### config.mk
export PLATFORM = sky130hd
export DESIGN_NAME = spi_slave_receiver
export DESIGN_NICKNAME = d
export VERILOG_FILES = /design/src/rtl/spi_slave_receiver.sv
export SDC_FILE = /design/constraint.sdc
export NUM_CORES = 1
export LEC_CHECK = 0
export ABC_CLOCK_PERIOD_IN_PS = 4600
export CAP_MARGIN = 25
export CORE_ASPECT_RATIO = 1.25
export CORE_MARGIN = 2
export CORE_UTILIZATION = 30
export CTS_BUF_LIST = sky130_fd_sc_hd__clkbuf_8
export DETAILED_ROUTE_END_ITERATION = 16
export GPL_TIMING_DRIVEN = 1
export PLACE_DENSITY = 0.55
export SETUP_SLACK_MARGIN = 0.2
export SYNTH_ARGS = -nofsm -noshare
export SYNTH_HDL_FRONTEND = slang
export SYNTH_SLANG_ARGS = --single-unit
### constraint.sdc
create_clock -name clk -period 4.6 [get_ports clk]
set_input_delay 0.69 -clock clk [delete_from_list [all_inputs] [get_ports clk]]
set_output_delay 0.69 -clock clk [all_outputs]
set_load 0.02 [all_outputs]
### src/rtl/spi_slave_receiver.sv
// SPI mode-0 slave: synchronizes SCLK/CS/MOSI into clk, shifts bytes in/out MSB first,
// and hands received bytes to a valid/ready consumer with sticky overrun/underrun flags.
module spi_slave_receiver #(
  parameter int         SYNC_STAGES    = 2,
  parameter logic [3:0] SPI_DATALENGTH = 4'd8
) (
  input  logic       clk,
  input  logic       rst,
  input  logic       SCLK,
  input  logic       CS,
  input  logic       MOSI,
  output logic       MISO,
  input  logic [7:0] tx_data,
  input  logic       tx_valid,
  output logic       tx_ready,
  output logic [7:0] rx_data,
  output logic       rx_valid,
  input  logic       rx_ready,
  output logic       busy,
  output logic       overrun,
  output logic       underrun,
  output logic       frame_error
);

  typedef enum logic [1:0] {IDLE, ACTIVE, BYTE_DONE} state_t;

  state_t state_q, state_d;

  logic [SYNC_STAGES-1:0] sclk_sync_q, sclk_sync_d;
  logic [SYNC_STAGES-1:0] cs_sync_q, cs_sync_d;
  logic [SYNC_STAGES-1:0] mosi_sync_q, mosi_sync_d;
  logic                   sclk_prev_q, sclk_prev_d;
  logic                   cs_prev_q, cs_prev_d;

  logic [3:0] bit_cnt_q, bit_cnt_d;
  // Only seven bits are stored; the eighth arrives on the completing sclk edge.
  logic [6:0] rx_shift_q, rx_shift_d;
  logic [7:0] tx_shift_q, tx_shift_d;
  logic [7:0] rx_data_q, rx_data_d;
  logic       rx_valid_q, rx_valid_d;
  logic       tx_ready_q, tx_ready_d;
  logic       overrun_q, overrun_d;
  logic       underrun_q, underrun_d;
  logic       frame_error_q, frame_error_d;
  logic       miso_q, miso_d;

  logic sclk_s, cs_s, mosi_s;
  logic sclk_rise, sclk_fall, cs_rise, cs_fall;
  logic last_bit, load_tx, byte_complete;

  assign sclk_s    = sclk_sync_q[SYNC_STAGES-1];
  assign cs_s      = cs_sync_q[SYNC_STAGES-1];
  assign mosi_s    = mosi_sync_q[SYNC_STAGES-1];
  assign sclk_rise = sclk_s & ~sclk_prev_q;
  assign sclk_fall = ~sclk_s & sclk_prev_q;
  assign cs_fall   = ~cs_s & cs_prev_q;
  assign cs_rise   = cs_s & ~cs_prev_q;
  assign last_bit  = (bit_cnt_q == SPI_DATALENGTH - 4'd1);

  always_comb begin
    state_d       = state_q;
    sclk_sync_d   = {sclk_sync_q[SYNC_STAGES-2:0], SCLK};
    cs_sync_d     = {cs_sync_q[SYNC_STAGES-2:0], CS};
    mosi_sync_d   = {mosi_sync_q[SYNC_STAGES-2:0], MOSI};
    sclk_prev_d   = sclk_s;
    cs_prev_d     = cs_s;
    bit_cnt_d     = bit_cnt_q;
    rx_shift_d    = rx_shift_q;
    tx_shift_d    = tx_shift_q;
    rx_data_d     = rx_data_q;
    rx_valid_d    = rx_valid_q;
    tx_ready_d    = 1'b0;
    overrun_d     = overrun_q;
    underrun_d    = underrun_q;
    frame_error_d = 1'b0;
    load_tx       = 1'b0;
    byte_complete = 1'b0;

    if (rx_valid_q && rx_ready) begin
      rx_valid_d = 1'b0;
    end

    // cs_rise is tested first so it wins over any sclk edge seen in the same cycle.
    unique case (state_q)
      IDLE: begin
        if (cs_fall) begin
          state_d   = ACTIVE;
          bit_cnt_d = 4'd0;
          load_tx   = 1'b1;
        end
      end
      ACTIVE: begin
        if (cs_rise) begin
          state_d       = IDLE;
          frame_error_d = (bit_cnt_q != 4'd0);
          rx_shift_d    = 7'd0;
          bit_cnt_d     = 4'd0;
        end else if (sclk_rise) begin
          rx_shift_d = {rx_shift_q[5:0], mosi_s};
          bit_cnt_d  = bit_cnt_q + 4'd1;
          if (last_bit) begin
            state_d       = BYTE_DONE;
            byte_complete = 1'b1;
          end
        end else if (sclk_fall) begin
          tx_shift_d = {tx_shift_q[6:0], 1'b0};
        end
      end
      BYTE_DONE: begin
        if (cs_rise) begin
          state_d = IDLE;
        end else if (sclk_fall) begin
          state_d   = ACTIVE;
          bit_cnt_d = 4'd0;
          load_tx   = 1'b1;
        end
      end
      default: state_d = IDLE;
    endcase

    // A pending byte may only be replaced when the consumer takes it in this very cycle.
    if (byte_complete) begin
      if (!rx_valid_q || rx_ready) begin
        rx_data_d  = {rx_shift_q, mosi_s};
        rx_valid_d = 1'b1;
      end else begin
        overrun_d = 1'b1;
      end
    end

    if (load_tx) begin
      if (tx_valid) begin
        tx_shift_d = tx_data;
        tx_ready_d = 1'b1;
      end else begin
        tx_shift_d = 8'hFF;
        underrun_d = 1'b1;
      end
    end

    miso_d = (state_d != IDLE) && tx_shift_d[7];
  end

  always_ff @(posedge clk) begin
    if (rst) begin
      state_q       <= IDLE;
      sclk_sync_q   <= '0;
      cs_sync_q     <= '1;
      mosi_sync_q   <= '1;
      sclk_prev_q   <= 1'b0;
      cs_prev_q     <= 1'b1;
      bit_cnt_q     <= 4'd0;
      rx_shift_q    <= 7'd0;
      tx_shift_q    <= 8'd0;
      rx_data_q     <= 8'd0;
      rx_valid_q    <= 1'b0;
      tx_ready_q    <= 1'b0;
      overrun_q     <= 1'b0;
      underrun_q    <= 1'b0;
      frame_error_q <= 1'b0;
      miso_q        <= 1'b0;
    end else begin
      state_q       <= state_d;
      sclk_sync_q   <= sclk_sync_d;
      cs_sync_q     <= cs_sync_d;
      mosi_sync_q   <= mosi_sync_d;
      sclk_prev_q   <= sclk_prev_d;
      cs_prev_q     <= cs_prev_d;
      bit_cnt_q     <= bit_cnt_d;
      rx_shift_q    <= rx_shift_d;
      tx_shift_q    <= tx_shift_d;
      rx_data_q     <= rx_data_d;
      rx_valid_q    <= rx_valid_d;
      tx_ready_q    <= tx_ready_d;
      overrun_q     <= overrun_d;
      underrun_q    <= underrun_d;
      frame_error_q <= frame_error_d;
      miso_q        <= miso_d;
    end
  end

  assign MISO        = miso_q;
  assign tx_ready    = tx_ready_q;
  assign rx_data     = rx_data_q;
  assign rx_valid    = rx_valid_q;
  assign busy        = (state_q != IDLE);
  assign overrun     = overrun_q;
  assign underrun    = underrun_q;
  assign frame_error = frame_error_q;

endmodule

Word level (Yosys, flattened, before mapping)
Index checks and enable logic that the tools add are counted.
{"block": "totals", "inputBits": 15, "output_inout_bits": 15, "regBits": 43, "elab_cells": 93}
{"block": "classes", "eq_ne": 9, "muxes": 33, "n_reduce_logical": 20, "bitwise_logic": 13, "n_addsub": 1}
{"operator": "8-bit two-way mux", "n": 6}
{"operator": "4-bit two-way mux", "n": 5}
{"operator": "7-bit two-way mux", "n": 2}
{"operator": "2-bit two-way mux", "n": 6}
{"operator": "4-bit case mux with 3 select lines", "n": 1}
{"operator": "1-bit two-way mux", "n": 11}
{"operator": "2-bit nonzero test", "n": 5}
{"operator": "1-bit inverter", "n": 9}
{"operator": "2-bit AND reduction", "n": 4}
{"operator": "2-bit != test (second input constant)", "n": 3}
{"operator": "2-bit case mux with 3 select lines", "n": 1}
{"operator": "5-bit AND reduction", "n": 1}
{"operator": "4-bit by 1-bit adder with 4-bit output (second input constant)", "n": 1}
{"operator": "1-bit bitwise AND", "n": 4}
{"operator": "4-bit by 3-bit == test with 1-bit output (second input constant)", "n": 1}
{"operator": "2-bit by 1-bit != test with 1-bit output (second input constant)", "n": 2}
{"operator": "4-bit AND reduction", "n": 1}
{"operator": "4-bit nonzero test", "n": 1}
{"operator": "3-bit != test (second input constant)", "n": 1}
{"operator": "3-bit nonzero test", "n": 1}
{"operator": "3-bit OR reduction", "n": 1}
{"operator": "2-bit by 1-bit == test with 1-bit output (second input constant)", "n": 1}
{"operator": "2-bit == test (second input constant)", "n": 1}
{"operator": "1-bit logical AND", "n": 2}
{"operator": "other kinds (5)", "n": 5}

Longest topological paths before layout
{"block": "logic_depth", "ltp_word": 8, "mapped_depth": 6, "depth_no_buf": 5}

Least setup slack after synthesis
No wires, ideal clock.
{"block": "synth_timing", "path_type": "register to register", "from": "register bit_cnt_q[0]", "to": "register rx_data_q[0] (netlist: rx_data[0])", "t_required_ps": 4528, "path_stages_with_launch": 6, "n_path_buf": 0, "setup_ps": 72, "setup_slack_ps": 2854, "arrival_time_ps": 1675, "synth_period_minus_slack_ps": 1746, "path_cell_list": "dfxtp_1 ha_1 nand2_1 or3_4 nor4_4 mux2i_1"}
{"block": "synth_via", "elab_chain_cells": 6}
{"item": "start, declared", "line": "35", "text": "logic [3:0] bit_cnt_q, bit_cnt_d;"}
{"item": "start signal, assigned", "line": "169", "text": "bit_cnt_q <= bit_cnt_d;"}
{"item": "4-bit by 3-bit == test with 1-bit output", "line": "58", "text": "assign last_bit = (bit_cnt_q == SPI_DATALENGTH - 4'd1);"}
{"item": "1-bit two-way mux", "line": "101", "text": "if (last_bit) begin"}
{"item": "1-bit two-way mux", "line": "98", "text": "end else if (sclk_rise) begin"}
{"item": "1-bit two-way mux", "line": "93", "text": "if (cs_rise) begin"}
{"item": "1-bit two-way mux", "line": "84", "text": "unique case (state_q)"}
{"item": "2-bit AND reduction (no line)"}
{"item": "end signal, assigned", "line": "172", "text": "rx_data_q <= rx_data_d;"}
{"item": "end, declared", "line": "39", "text": "logic [7:0] rx_data_q, rx_data_d;"}
Every way passes these cells.
A chain may end at the register's enable or synchronous reset.

Worst setup path after layout
{"block": "layout_timing", "from": "register state_q[1]", "to": "output port busy"}
{"block": "layout_via", "elab_chain_cells": 1}
{"item": "start, declared", "line": "27", "text": "state_t state_q, state_d;"}
{"item": "start signal, assigned", "line": "163", "text": "state_q <= state_d;"}
{"item": "2-bit nonzero test", "line": "186", "text": "assign busy = (state_q != IDLE);"}
{"item": "end, declared", "line": "19", "text": "output logic busy,"}
Every way passes these cells.

==> reports/results.ini <==
[status]
outcome = completed

[timing]
fmax_ghz = 0.450
min_period_ns = 2.22
clock_skew_ns = 0.00459
maxSlewHeadroom = 0.520
period_share = 0.483
finalHoldViolCount = 0
slew_viol_final = 0
worst_pin_slew_ns = 0.714
tns_ns = 0
rsz0062_at_grt = no
worst_slack_ns = 2.38
finalSetupViolCount = 0

[placement]
port_buffers = 29
dp_slack_ns = 2.01
dp_hpwl_um = 2380
place_area_mm2 = 0.00214
dp.cells = 276
globalplace.congestion = 0.734

[power]
power_switching_mw = 0.149
pwr-share-clk = 0.370
p_int_mw = 0.543
switching_share = 0.216
powerDensity_mw_per_mm2 = 305
p_seq_frac = 0.555
p_leak_nw = 0.742
power_mw = 0.692
ir_drop_mv = 0.117
p_comb_frac = 0.075

[routing]
antenna_left = 0
vias_per_cell = 4.90
drc = 0
wire_per_inst_um = 12.4
num_vias = 1397
drt_iter0_drc = 64
drt_wl_total_um = 3520
firstDrtPassIters = 4

[clock_network]
numCtsBuffers = 5
clk_latency_ns = 0.29
clock_path_buffers = 2
cts_resized = 0
cts_setup_buffers = 0
cts_hold_buffers = 0
cts.root.buffer_cell = clkbuf_8
cts_sinks = 43
tritoncts = done
htree_levels = 2
path_clk_slew_ns = 0.07

[layout]
final_area_mm2 = 0.00227
final_cells = 285
final_common_cell = dfxtp_1
num_antenna_cells = 0
final_cell_mix = dfxtp_1 (43), clkdlybuf4s50_1 (29), nand2b_1 (18)
drive_gt1_frac = 0.105
syn2layout_area_growth_pct = 26.0
finalNetCount = 235

[yosys]
synth-seq-area-share = 0.478
syn_area_mm2 = 0.00180
synthCells = 190
synth_seq_cells = 43
synthFlopType = dfxtp_1
ys_types = 36
ys_async_sr_fraction = 0
syn_avg_cell_area_um2 = 9.48
synth.net_count = 207
ys_warn_count = 0
synth_edf_count = 0

[grt]
grt_max_degree = 31
grt_pass1_vias = 1244
grt_use_total = 0.113
antenna_found_initial = 0
grt_pass1_wl_um = 5820
overflow = 0

[critical_path]
worstPathMaxFanout = 7
crit_path_end_kind = primary output
crit_type = flop to primary output
cp.required_ns = 3.91
cp.arrival_ns = 1.53
start_kind = flop

[die]
std_cell_rows = 31
die_area_mm2 = 0.00665
initial_core_util = 0.310
core-area_mm2 = 0.00582
die_w_um = 73.3
die-height_um = 90.6
ios = 30

[worst_hold_path]
hp-class = flop to flop

[flow_run]
drv_cap = 0

[power by group through the flow]
stage / Combinational (mW) / Sequential [mW] / Clock, mW
floorplan: 0.0290 / 0.393 / 0
global placement: 0.0500 / 0.393 / 0
detailed placement: 0.0502 / 0.393 / 0
CTS: 0.0503 / 0.384 / 0.269
global route: 0.0574 / 0.386 / 0.281
finish: 0.0518 / 0.384 / 0.256
[critical path, stage by stage (launching register included)]
cell	delay (ns)
dfxtp_1	0.37
or2_2	0.32
clkdlybuf4s50_1	0.55
[flip-flops by register name, summed over array words and instances, names as in the netlist]
register,count
sclk_sync_q,2
rx_data,8
mosi_sync_q,2
cs_prev_q,1
MISO,1
tx_shift_q,8
sclk_prev_q,1
bit_cnt_q,4
tx_ready,1
rx_valid,1
overrun,1
frame_error,1
rx_shift_q,7
cs_sync_q,2
state_q,2
underrun,1
[cells by family after synthesis]
group / count (synthesis) / share of synthesized area
AOI/OAI and AO/OA: 30 / 0.125
adders and majority gates: 2 / 0.0139
buffers and inverters: 16 / 0.0354
DFF: 43 / 0.478
muxes: 9 / 0.0507
and+or+nand+nor: 90 / 0.297
[path summary, 6_finish.rpt]
path                        startpoint                         to  slack (ns)  depth (start not counted)
min          mosi_sync_q[0]$_SDFF_PP1_  mosi_sync_q[1]$_SDFF_PP1_        0.41                          1
min reg2reg  mosi_sync_q[0]$_SDFF_PP1_  mosi_sync_q[1]$_SDFF_PP1_        0.41                          1
max reg2reg  bit_cnt_q[0]$_SDFFE_PP0P_    rx_data[6]$_SDFFE_PP0P_        2.63                          5
max              state_q[1]$_SDFF_PP0_                       busy        2.38                          2
[synth_stat cells, types with 6 or more instances]
| cell type | number | area share |
|---|---|---|
| nor2_1 | 14 | 0.029 |
| nand2b_1 | 18 | 0.063 |
| or2_2 | 6 | 0.021 |
| dfxtp_1 | 43 | 0.48 |
| mux2i_1 | 8 | 0.044 |
| clkbuf_1 | 7 | 0.015 |
| nor2b_1 | 7 | 0.024 |
| a311oi_1 | 7 | 0.034 |
| nand3_1 | 10 | 0.028 |
| nand2_1 | 10 | 0.021 |
| a22oi_1 | 8 | 0.033 |
| nor3b_1 | 10 | 0.042 |
[stage by stage]
stage,hold slack (ns),utilization
2_1_floorplan,0.389,-
3_3_place_gp,0.393,0.369
3_5_place_dp,0.398,0.369
4_1_cts,0.417,0.386
5_1_grt,0.433,0.390
6_report,0.412,0.390
[area by class of cell]
cell class | instances | area [µm²]
well taps | 66 | 82.6
inverters | 5 | 18.8
multi-input cells | 131 | 877
flip-flops and latches | 43 | 861
clock inverters | 1 | 3.75
clock buffers | 7 | 96.3
repair buffers | 32 | 330
fillers | 593 | 3550
[per-layer routing]
| metal | part of all wire | vias up | GRT usage |
|---|---|---|---|
| li1 | - | 730 | - |
| met1 | 0.48 | 633 | 0.143 |
| met2 | 0.46 | 27 | 0.167 |
| met3 | 0.036 | 7 | 0.0346 |
| met4 | 0.024 | 0 | 0.0621 |
| met5 | 0 | - | 0 |
No activity file was read; power rests on OpenSTA's default activity.
